===== src/rtl/alu_16bit_guard_pkg.sv =====
// Shared types and constants for the 16-bit ALU guard.
// Also used by the golden reference model.
package alu_16bit_guard_pkg;

    localparam int W = 16;

    localparam logic [1:0] OP_ADD = 2'b00;
    localparam logic [1:0] OP_SUB = 2'b01;
    localparam logic [1:0] OP_AND = 2'b10;
    localparam logic [1:0] OP_OR  = 2'b11;

    typedef enum logic [1:0] {
        ST_CLEAN   = 2'b00,
        ST_SUSPECT = 2'b01,
        ST_ALARM   = 2'b10
    } state_t;

    typedef struct packed {
        logic [W-1:0] res;
        logic         c;
        logic         z;
        logic         v;
        logic         n;
    } alu_out_t;

    typedef struct packed {
        logic [W-1:0] a;
        logic [W-1:0] b;
        logic [1:0]   op;
        alu_out_t     out;
    } s1_t;

endpackage


===== src/rtl/alu_16bit_golden.sv =====
// Combinational reference ALU: result and carry/zero/overflow/negative.
module alu_16bit_golden
    import alu_16bit_guard_pkg::*;
(
    input  logic [W-1:0] a,
    input  logic [W-1:0] b,
    input  logic [1:0]   op,
    output logic [W-1:0] result,
    output logic         carry,
    output logic         zero,
    output logic         overflow,
    output logic         negative
);

    logic [W:0] sum;
    logic [W:0] diff;

    always_comb begin
        sum      = {1'b0, a} + {1'b0, b};
        diff     = {1'b0, a} + {1'b0, ~b} + 17'd1;
        result   = '0;
        carry    = 1'b0;
        overflow = 1'b0;
        unique case (op)
            OP_ADD: begin
                result   = sum[W-1:0];
                carry    = sum[W];
                overflow = (a[W-1] == b[W-1]) && (sum[W-1] != a[W-1]);
            end
            OP_SUB: begin
                result   = diff[W-1:0];
                carry    = diff[W];
                overflow = (a[W-1] != b[W-1]) && (diff[W-1] != a[W-1]);
            end
            OP_AND: result = a & b;
            OP_OR:  result = a | b;
        endcase
        zero     = (result == '0);
        negative = result[W-1];
    end

endmodule


===== src/rtl/alu_16bit_guard.sv =====
// Two-stage runtime checker that compares an ALU against a golden model
// and latches a Trojan-suspected alarm after enough mismatches.
module alu_16bit_guard
    import alu_16bit_guard_pkg::*;
#(
    parameter int ALARM_THRESHOLD = 1
) (
    input  logic         clk,
    input  logic         rst,
    input  logic         in_valid,
    input  logic [W-1:0] A,
    input  logic [W-1:0] B,
    input  logic [1:0]   op,
    input  logic [W-1:0] result,
    input  logic         carry,
    input  logic         zero,
    input  logic         overflow,
    input  logic         negative,
    input  logic         alarm_ack,
    output logic         mismatch,
    output logic         alarm,
    output logic [1:0]   state,
    output logic [15:0]  check_count,
    output logic [7:0]   mismatch_count,
    output logic [W-1:0] fail_a,
    output logic [W-1:0] fail_b,
    output logic [1:0]   fail_op
);

    localparam logic [7:0] TH = 8'(ALARM_THRESHOLD);

    s1_t          s1_q, s1_d;
    logic         valid_s1_q, valid_s1_d;
    logic         mismatch_q, mismatch_d;
    logic         alarm_q, alarm_d;
    state_t       state_q, state_d;
    logic [15:0]  check_cnt_q, check_cnt_d;
    logic [7:0]   mm_cnt_q, mm_cnt_d;
    logic [W-1:0] fail_a_q, fail_a_d;
    logic [W-1:0] fail_b_q, fail_b_d;
    logic [1:0]   fail_op_q, fail_op_d;
    logic         armed_q, armed_d;

    logic [W-1:0] g_res;
    logic         g_c, g_z, g_v, g_n;
    logic         mm, ack_hit, armed_eff;
    logic [7:0]   cnt_base;

    alu_16bit_golden u_golden (
        .a        (s1_q.a),
        .b        (s1_q.b),
        .op       (s1_q.op),
        .result   (g_res),
        .carry    (g_c),
        .zero     (g_z),
        .overflow (g_v),
        .negative (g_n)
    );

    always_comb begin
        s1_d       = s1_q;
        valid_s1_d = in_valid;
        if (in_valid) begin
            s1_d = '{a: A, b: B, op: op,
                     out: '{res: result, c: carry, z: zero,
                            v: overflow, n: negative}};
        end

        mm = valid_s1_q &&
             ({g_res, g_c, g_z, g_v, g_n} != s1_q.out);
        mismatch_d = mm;

        check_cnt_d = check_cnt_q;
        if (valid_s1_q && (check_cnt_q != 16'hFFFF)) begin
            check_cnt_d = check_cnt_q + 16'd1;
        end

        // An ack in ALARM restarts counting; a same-cycle mismatch counts on top.
        ack_hit  = (state_q == ST_ALARM) && alarm_ack;
        cnt_base = ack_hit ? 8'd0 : mm_cnt_q;
        mm_cnt_d = cnt_base;
        if (mm && (cnt_base != 8'hFF)) begin
            mm_cnt_d = cnt_base + 8'd1;
        end

        armed_eff = armed_q || ack_hit;
        armed_d   = armed_eff;
        fail_a_d  = fail_a_q;
        fail_b_d  = fail_b_q;
        fail_op_d = fail_op_q;
        if (mm && armed_eff) begin
            fail_a_d  = s1_q.a;
            fail_b_d  = s1_q.b;
            fail_op_d = s1_q.op;
            armed_d   = 1'b0;
        end

        state_d = state_q;
        unique case (state_q)
            ST_CLEAN, ST_SUSPECT: begin
                if (mm) begin
                    state_d = (mm_cnt_d >= TH) ? ST_ALARM : ST_SUSPECT;
                end
            end
            ST_ALARM: begin
                if (alarm_ack && !mm) begin
                    state_d = ST_CLEAN;
                end
            end
            default: state_d = ST_CLEAN;
        endcase
        alarm_d = (state_d == ST_ALARM);
    end

    always_ff @(posedge clk or posedge rst) begin
        if (rst) begin
            s1_q        <= '0;
            valid_s1_q  <= 1'b0;
            mismatch_q  <= 1'b0;
            alarm_q     <= 1'b0;
            state_q     <= ST_CLEAN;
            check_cnt_q <= '0;
            mm_cnt_q    <= '0;
            fail_a_q    <= '0;
            fail_b_q    <= '0;
            fail_op_q   <= '0;
            armed_q     <= 1'b1;
        end else begin
            s1_q        <= s1_d;
            valid_s1_q  <= valid_s1_d;
            mismatch_q  <= mismatch_d;
            alarm_q     <= alarm_d;
            state_q     <= state_d;
            check_cnt_q <= check_cnt_d;
            mm_cnt_q    <= mm_cnt_d;
            fail_a_q    <= fail_a_d;
            fail_b_q    <= fail_b_d;
            fail_op_q   <= fail_op_d;
            armed_q     <= armed_d;
        end
    end

    assign mismatch       = mismatch_q;
    assign alarm          = alarm_q;
    assign state          = state_q;
    assign check_count    = check_cnt_q;
    assign mismatch_count = mm_cnt_q;
    assign fail_a         = fail_a_q;
    assign fail_b         = fail_b_q;
    assign fail_op        = fail_op_q;

endmodule


===== config.mk =====
export PLATFORM = sky130hd
export DESIGN_NAME = alu_16bit_guard
export DESIGN_NICKNAME = d
export VERILOG_FILES = /design/src/rtl/alu_16bit_guard_pkg.sv /design/src/rtl/alu_16bit_golden.sv /design/src/rtl/alu_16bit_guard.sv
export SDC_FILE = /design/constraint.sdc
export NUM_CORES = 1
export LEC_CHECK = 0
export ABC_AREA = 1
export CAP_MARGIN = 5
export CORE_ASPECT_RATIO = 0.75
export CORE_UTILIZATION = 35
export CTS_BUF_LIST = sky130_fd_sc_hd__clkbuf_4 sky130_fd_sc_hd__clkbuf_8 sky130_fd_sc_hd__clkbuf_16
export DETAILED_ROUTE_END_ITERATION = 10
export PLACE_DENSITY = 0.66
export SETUP_SLACK_MARGIN = 0.1
export SYNTH_ARGS = -nofsm -noshare
export SYNTH_HDL_FRONTEND = slang
export SYNTH_SLANG_ARGS = --single-unit

===== constraint.sdc =====
create_clock -name clk -period 6.1 [get_ports clk]
set_clock_uncertainty 0.2 [all_clocks]
set_input_delay 1.83 -clock clk [delete_from_list [all_inputs] [get_ports clk]]
set_output_delay 1.83 -clock clk [all_outputs]
set_load 0.02 [all_outputs]

Word level (Yosys, flattened, before mapping)

Cells that the tools add are included.

$lt $le $gt $ge: 1
Add/subtract/negate cells: 5
Shift operators: 0
Divide/modulo/power cells: 0
Reductions and logical operators: 14
Multiply operators: 0
Bitwise logic cells: 3
Mux-type cells: 10
Eq/ne operators: 13

Operator list:

| kind                                                                                | count |
|---|---|
| 16-bit case mux with 4 select lines                                                 | 1 |
| 16-bit by 16-bit adder with 17-bit output                                           | 2 |
| 20-bit inequality test                                                              | 1 |
| 17-bit by 1-bit adder with 17-bit output, second input constant                     | 1 |
| 16-bit by 1-bit adder with 16-bit output, second input constant                     | 1 |
| 16-bit bitwise AND                                                                  | 1 |
| 16-bit zero test                                                                    | 1 |
| 8-bit 2-to-1 mux                                                                    | 2 |
| 16-bit inequality test, second input constant                                       | 1 |
| 16-bit NOT                                                                          | 1 |
| 16-bit bitwise OR                                                                   | 1 |
| 8-bit by 1-bit adder with 8-bit output, second input constant                       | 1 |
| 2-bit equality test, second input constant                                          | 4 |
| 8-bit by 1-bit greater-or-equal comparator with 1-bit output, second input constant | 1 |
| 1-bit logical AND                                                                   | 8 |
| 8-bit inequality test, second input constant                                        | 1 |
| 2-bit 2-to-1 mux                                                                    | 3 |
| 2-bit by 1-bit equality test with 1-bit output, second input constant               | 2 |
| 2-bit zero test                                                                     | 2 |
| 1-bit case mux with 2 select lines                                                  | 2 |
| 2-bit case mux with 2 select lines                                                  | 1 |
| 1-bit inequality test                                                               | 3 |
| 2-bit OR reduction                                                                  | 1 |
| 1-bit equality test                                                                 | 1 |
| other kinds (3)                                                                     | 3 |

Latch bits: 0
Input bits: 58
Bits in registers: 118
Memory bits (writable): 0
Memories: 0
Bits in read-only memories: 0
Output and inout port bits: 62
Logic and storage cells: 64

Logic depth before layout (Yosys ltp)

Gate-level depths: netlist (run 1).

Depth in word-level cells: 15
Gate-level depth with buffers: 31
Mapped depth without buffers: 31

Cells and area by module

A second synthesis (run 1) with hierarchy kept.

Cells, all modules: 1146
Area, all modules: 8112.8 um2

Modules (own cells, without submodules):

| module           | area an instance (um2) | cells each | times used | sequential area each (um2) |
|---|---|---|---|---|
| alu_16bit_guard  | 5292.6                 | 581        | 1          | 2954.1 |
| alu_16bit_golden | 2820.2                 | 565        | 1          | 0.0 |

Worst setup path after synthesis (run 1)

OpenSTA, ideal clock, no wires.

Path type: input-to-reg
From: input port alarm_ack
To: register state_q[0], in the netlist state[0]
Buffers on the path: 0
Arrival time: 3578 ps
Stages on the path: 17
Required time: 5778 ps
Setup slack: 2200 ps
Setup time: 122 ps
Cell sequence: nand3_1 > nand2_1 > inv_1 > ha_1 > nand2_1 > inv_1 > nand2_1 > nor2_1 > nand3_1 > nand3_4 > nand2_1 > nand2_2 > nor2_1 > nand2_1 > nor2_4 > nor2_1 > nor2_2

Word-level cells in the longest chain between the ends: 9

Ends and longest elaborated chain:

| item                                                                                           | RTL line               | RTL |
|---|---|---|
| from (decl)                                                                                    | alu_16bit_guard.sv:19  | `input logic alarm_ack,` |
| 1-bit logical AND *                                                                            | alu_16bit_guard.sv:79  | `ack_hit = (state_q == ST_ALARM) && alarm_ack;` |
| 8-bit 2-to-1 mux *                                                                             | alu_16bit_guard.sv:80  | `cnt_base = ack_hit ? 8'd0 : mm_cnt_q;` |
| parallel branches: the longest is 2 deep, another holds 8-bit by 1-bit adder with 8-bit output | -                      |  |
| 8-bit 2-to-1 mux *                                                                             | alu_16bit_guard.sv:82  | `if (mm && (cnt_base != 8'hFF)) begin` |
| net mm_cnt_d[5]                                                                                | alu_16bit_guard.sv:38  | `logic [7:0] mm_cnt_q, mm_cnt_d;` |
| 8-bit by 1-bit greater-or-equal comparator with 1-bit output *                                 | alu_16bit_guard.sv:102 | `state_d = (mm_cnt_d >= TH) ? ST_ALARM : ST_SUSPECT;` |
| 2-bit 2-to-1 mux *                                                                             | alu_16bit_guard.sv:102 |  |
| 2-bit 2-to-1 mux *                                                                             | alu_16bit_guard.sv:101 | `if (mm) begin` |
| 2-bit case mux with 2 select lines *                                                           | alu_16bit_guard.sv:99  | `unique case (state_q)` |
| net state_d[0]                                                                                 | alu_16bit_guard.sv:36  | `state_t state_q, state_d;` |
| to (signal assigned)                                                                           | alu_16bit_guard.sv:133 | `state_q <= state_d;` |
| to (decl)                                                                                      | alu_16bit_guard.sv:36  |  |

Mark *: on every way through the listed nets, which the timed path passes.
A chain may end at the register's enable or synchronous reset.

Final worst setup path (run 1)

Ends and elaborated chain as after synthesis.

==> results of run 1 <==
==> cell families after synthesis <==
group                    Yosys count  synth area share
AO/OA/AOI/OAI                    149            0.1100
XOR/XNOR                          22           0.02540
adder cells (fa/ha/maj)           52           0.08444
buffers and inverters            199            0.1037
flip-flops                       118            0.3748
multiplexers                       1          0.001428
AND/OR/NAND/NOR                  542            0.3003
==> area by class of cell <==
class | count | share of cell area
Inverter | 163 | 0.06250
Timing Repair Buffer | 123 | 0.1237
Tap cell | 294 | 0.03742
Clock buffer | 19 | 0.04544
Multi-Input combinational cell | 766 | 0.4188
Clock inverter | 13 | 0.01158
Sequential cell | 118 | 0.3005
==> sequential cells by signal, summed over array words and instances, names as in the netlist <==
register,cells
mismatch,1
alarm,1
fail_b,16
state,2
fail_a,16
mismatch_count,8
armed_q,1
valid_s1_q,1
check_count,16
fail_op,2
s1_q,54
==> report_power, final <==
group          internal [uW]  switching [uW]
logic                    590             780
clock network            547             413
registers                973             138
total                   2110            1330
==> layer usage <==
layer  track usage  vias up  wire length [um]
met5             0        -                 0
met4       0.05942        0               355
met3       0.05046       20              1190
met2        0.2925      161              9121
met1        0.2637     3264             10540
li1              -     3650                 -
==> metrics by stage <==
step / area, um^2 / hold WS [ps] / setup slack [ps]
global placement: 9269 / 271.3 / 1382
CTS: 9829 / 292.3 / 1839
detailed placement: 9269 / 279.3 / 1385
finish: 9829 / 285.4 / 1845
global route: 9829 / 307.6 / 1498
floorplan: 7883 / 301.8 / 942.5
==> worst max-delay path, stage by stage <==
cell and delay [ps]:
clkdlybuf4s50_1 420, nand3_1 260, nand2_1 140, inv_1 100, ha_1 180, nand2_1 60
inv_1 50, nand2_1 70, nor2_1 150, nand3_1 320, nand3_4 240, nand2_1 60
nand2_1 90, nor2_1 50, nand2_1 110, nor2_4 60, nor2_1 110, nor2_2 40
==> cell usage in the layout (no fill, tap or decap), types with 3 or more instances in the layout <==
cell type and n:
clkinv_4 4, nand3_1 93, inv_2 6, nor2_2 5
a21oi_1 22, clkbuf_16 17, nor3_1 7, ha_1 50
inv_6 6, o21bai_1 3, nand2_1 323, buf_4 4
nand3b_1 3, o22ai_1 6, inv_1 154, nor2_4 5
o21ai_0 77, dfrtp_1 117, nand2_2 6, o21a_1 34
clkdlybuf4s50_1 118, nand4_1 25, xor2_1 16, xnor2_1 5
nor2_1 64
==> path summary, 6_finish.rpt <==
| path | start | to | slack (ps) | cells after the start |
|---|---|---|---|---|
| worst max-delay path | alarm_ack | state[0]$_DFF_PP0_ | 1840 | 18 |
| worst min register to register | fail_b[1]$_DFFE_PP0P_ | fail_b[1]$_DFFE_PP0P_ | 290 | 1 |
| min in group asynchronous | rst | fail_a[7]$_DFFE_PP0P_ | 1780 | 2 |
| worst max register to register | s1_q[20]$_DFFE_PP0P_ | fail_op[0]$_DFFE_PP0P_ | 1950 | 20 |
| worst min-delay path | fail_b[1]$_DFFE_PP0P_ | fail_b[1]$_DFFE_PP0P_ | 290 | 1 |
| max in group asynchronous | rst | s1_q[5]$_DFFE_PP0P_ | 2840 | 3 |
==> flow_metrics.env, run 1 <==
export IMPL_h_tree_depth=4
export IMPL_mappedNetlistArea_mm2=0.007883
export IMPL_die_width_um=175.3
export IMPL_maxCapViolCount=0
export IMPL_drive_above_1_share=0.06073
export IMPL_gp_congestion=0.8877
export IMPL_areaGrowthSynthToFinish_pct=24.70
export IMPL_async_flop_share=1.000
export IMPL_p_leak_uw=0.004803
export IMPL_syn_area_per_cell_um2=7.278
export IMPL_synth_edf_count=0
export IMPL_dieArea_mm2=0.02313
export IMPL_hold_viol_final=0
export IMPL_wire_per_inst_um=14.18
export IMPL_diodes=0
export IMPL_yosysWarningCount=0
export IMPL_cts_sinks=118
export IMPL_drc=0
export IMPL_dp_cells=1464
export IMPL_fin_util=0.4457
export IMPL_worst_pin_slew_ps=1022
export IMPL_grtUsageTotal=0.1915
export IMPL_floorplan_initialDensity=0.3574
export IMPL_hpwl_um=16160
export IMPL_p_per_area_mw_per_mm2=350.1
export IMPL_critPathLaunchType="primary input"
export IMPL_cp_data_required_time_ps=6210
export IMPL_rsz0062_at_grt="no"
export IMPL_vias=7095
export IMPL_max_slew_margin=0.3185
export IMPL_synth_ff_type="dfrtp_1"
export IMPL_power_uw=3441
export IMPL_grt_max_degree=81
export IMPL_timing_fmax_mhz=235.0
export IMPL_layoutNonFillerInstCount=1496
export IMPL_cp_end_kind="flip-flop"
export IMPL_routed_wirelength_um=21210
export IMPL_cts_tree="done"
export IMPL_period_minus_slack_ps=4255
export IMPL_synth_top_area_frac=0.3714
export IMPL_timing_setup_tns_ps=0
export IMPL_synth_most_common_cell="nand2_1"
export IMPL_grt_pass1_vias=6926
export IMPL_cp_arrival_ps=4360
export IMPL_ys_seq_area_frac=0.3748
export IMPL_cts_clk_slew_worst_paths_ps=60
export IMPL_slew_violations=0
export IMPL_num_nets_final=1299
export IMPL_cts_hold_buf=0
export IMPL_netlist_instances=1083
export IMPL_ant_nets=0
export IMPL_antenna_found_initial=0
export IMPL_fillCellCount=2241
export IMPL_grt_pass1_wl_um=35000
export IMPL_ir_drop_mv=0.2471
export IMPL_cp_max_fo=9
export IMPL_netlist_top_cells_count="nand2_1, inv_1, dfrtp_1, nand3_1, o21ai_0"
export IMPL_yosys_area_top_type="dfrtp_1"
export IMPL_die_height_um=132.0
export IMPL_viasPerCell=4.743
export IMPL_clockBufferDepth=2
export IMPL_dr_pass1_iters=5
export IMPL_io_pins=120
export IMPL_cts_setup_buffers=0
export IMPL_setup_viol=0
export IMPL_cts_root_buf="clkbuf_16"
export IMPL_ys_types=42
export IMPL_seqCellArea_mm2=0.002954
export IMPL_synth_nets=1193
export IMPL_initialDrtViolationCount=377
export IMPL_coreArea_mm2=0.02205
export IMPL_rows=47
export IMPL_ctsResizeCount=0
export IMPL_insertion_delay_ps=430
export IMPL_multi_input_area_mm2=0.004116
export IMPL_numCtsBuffers=17
export IMPL_synth_area_leaders="dfrtp_1, nand2_1, ha_1"
export IMPL_period_share=0.6976
export IMPL_outcome="complete, no violations"
export IMPL_port_buffers=119
export IMPL_grt_ovfl_total=0
export IMPL_path_class="in2reg"
export IMPL_hold_class="reg2reg"
export IMPL_ys_ff_latch=118
Power figures use the tool's default switching activity.
==> inputs of run 2 (changes only) <==
clock period = 4.1 ns   (was 6.1 ns; I/O delays follow)
==> flow_metrics.env, run 2 (synthesis gave the netlist of run 1 again) <==
export IMPL_top_register="s1_q"
export IMPL_cts_tree="done"
export IMPL_path_class="reg2reg"
export IMPL_cp_max_fo=5
export IMPL_dieArea_mm2=0.02313
export IMPL_whs_path_depth=1
export IMPL_cts_sinks=118
export IMPL_areaGrowthSynthToFinish_pct=28.62
export IMPL_fin_util=0.4597
export IMPL_grt_max_degree=119
export IMPL_antenna_found_initial=0
export IMPL_cts_root_buf="clkbuf_16"
export IMPL_diodes=0
export IMPL_numCtsBuffers=17
export IMPL_p_leak_uw=0.004906
export IMPL_ant_nets=0
export IMPL_rsz0062_at_grt="no"
export IMPL_cts_clk_slew_worst_paths_ps=60
export IMPL_die_width_um=175.3
export IMPL_dr_pass1_iters=7
export IMPL_worst_r2r_setup_slack_ps=360
export IMPL_grtUsageTotal=0.1971
export IMPL_grt_ovfl_total=0
export IMPL_p_per_area_mw_per_mm2=519.6
export IMPL_switching_share=0.3915
export IMPL_final_common_cell="nand2_1"
export IMPL_initialDrtViolationCount=398
export IMPL_drive_above_1_share=0.09426
export IMPL_max_slew_margin=0.5414
export IMPL_power_switching_uw=2062
export IMPL_routed_wirelength_um=21800
export IMPL_largest_reg_flops=54
export IMPL_cp_arrival_ps=3860
export IMPL_crit_start="s1_q[38]$_DFFE_PP0P_"
export IMPL_floorplan_initialDensity=0.3574
export IMPL_hold_class="reg2reg"
export IMPL_seqPwrFrac=0.314
export IMPL_holdPathEnd="fail_op[0]$_DFFE_PP0P_"
export IMPL_hpwl_um=16450
export IMPL_ir_drop_mv=0.3475
export IMPL_combPwrFrac=0.404
export IMPL_worstHoldStart="fail_op[0]$_DFFE_PP0P_"
export IMPL_port_buffers=119
export IMPL_period_minus_slack_ps=3742
export IMPL_rows=47
export IMPL_num_nets_final=1317
export IMPL_slew_violations=0
export IMPL_power_uw=5268
export IMPL_h_tree_depth=4
export IMPL_pwr_share_clk=0.282
export IMPL_outcome="complete, no violations"
export IMPL_drc=0
export IMPL_maxCapViolCount=0
export IMPL_io_pins=120
export IMPL_r2r_end="fail_a[15]$_DFFE_PP0P_"
export IMPL_p_int_uw=3206
export IMPL_cp_data_required_time_ps=4220
export IMPL_die_height_um=132.0
export IMPL_wire_per_inst_um=14.40
export IMPL_holdWs_ps=289.6
export IMPL_hold_viol_final=0
export IMPL_viasPerCell=4.739
export IMPL_coreArea_mm2=0.02205
export IMPL_cp_end_kind="flip-flop"
export IMPL_clockBufferDepth=2
export IMPL_fin_area_mm2=0.01014
export IMPL_timing_setup_tns_ps=0
export IMPL_detailed_place_area_mm2=0.009383
export IMPL_r2r_start="s1_q[38]$_DFFE_PP0P_"
export IMPL_period_share=0.9127
export IMPL_gp_congestion=0.9016
export IMPL_timing_fmax_mhz=267.2
export IMPL_grt_pass1_wl_um=36110
export IMPL_grt_pass1_vias=7155
export IMPL_fillCellCount=2301
export IMPL_cts_hold_buf=0
export IMPL_worstRegToRegCells=25
export IMPL_vias=7175
export IMPL_critPathLaunchType="flip-flop"
export IMPL_insertion_delay_ps=440
export IMPL_mostFrequentLayoutCells="nand2_1, inv_1, clkdlybuf4s50_1"
export IMPL_setup_viol=0
export IMPL_worst_pin_slew_ps=687.9
run 2: how the worst max path moves through the flow:
stage,to,slack [ps],depth (start not counted)
global placement,state[0]$_DFF_PP0_,220,18
finish,fail_a[15]$_DFFE_PP0P_,360,25
floorplan,state[0]$_DFF_PP0_,800,17
detailed placement,state[0]$_DFF_PP0_,180,18
global route,fail_a[15]$_DFFE_PP0P_,100,25
CTS,fail_b[3]$_DFFE_PP0P_,200,22
run 2: timing repair:
item | 4_1_cts | 5_1_grt
resized for setup | 0 | 29
buffers inserted | 0 | 5
endpoints found under the setup margin | 0 | 34
run 2: final cells by class:
class	instances	area (um^2)	area share
flip-flops and latches	118	2957	0.2916
multi-input cells	768	4214	0.4156
clock buffers	17	425.4	0.04196
clock inverters	15	155.1	0.01530
well taps	294	367.9	0.03628
inverters	163	615.6	0.06072
repair buffers	139	1404	0.1385
run 2: metal layers:
metal / up-vias / GRT usage / part of all wire
met5: - / 0 / 0
met4: 0 / 0.06184 / 0.013
met3: 18 / 0.04469 / 0.050
met2: 152 / 0.3126 / 0.45
met1: 3318 / 0.2664 / 0.49
li1: 3687 / - / -
run 2: stage by stage:
| stage | instances | setup WS (ps) |
|---|---|---|
| 2_1_floorplan | 1083 | 799.6 |
| 3_3_place_gp | 1474 | 223.7 |
| 3_5_place_dp | 1474 | 177.0 |
| 4_1_cts | 1506 | 198.6 |
| 5_1_grt | 1514 | 100.0 |
| 6_report | 1514 | 358.0 |
run 2: worst max-delay path, stage by stage, from the launching register on:
cell	delay (ps)
dfrtp_1	390
inv_1	80
ha_1	160
inv_2	60
fa_2	390
nand2_2	90
nand2_2	100
nand2_1	80
nand2_1	50
nand3_1	110
nand3_1	110
nor2_1	100
nand2_1	60
nor2_1	150
nand3_1	90
nor2_1	200
nand3_1	100
nand2_1	90
nor2_2	70
nand3_4	160
nand2_8	80
buf_4	170
nor2_2	220
buf_4	170
nand2_1	50
o21a_1	100
run 2: power by group through the flow:
stage | logic (uW) | registers [uW] | clock network, uW
after CTS | 2080 | 1660 | 1510
after global placement | 2050 | 1670 | 0
after global routing | 2350 | 1700 | 1570
final | 2130 | 1660 | 1490
after floorplan | 1010 | 1910 | 0
after detailed placement | 2070 | 1670 | 0
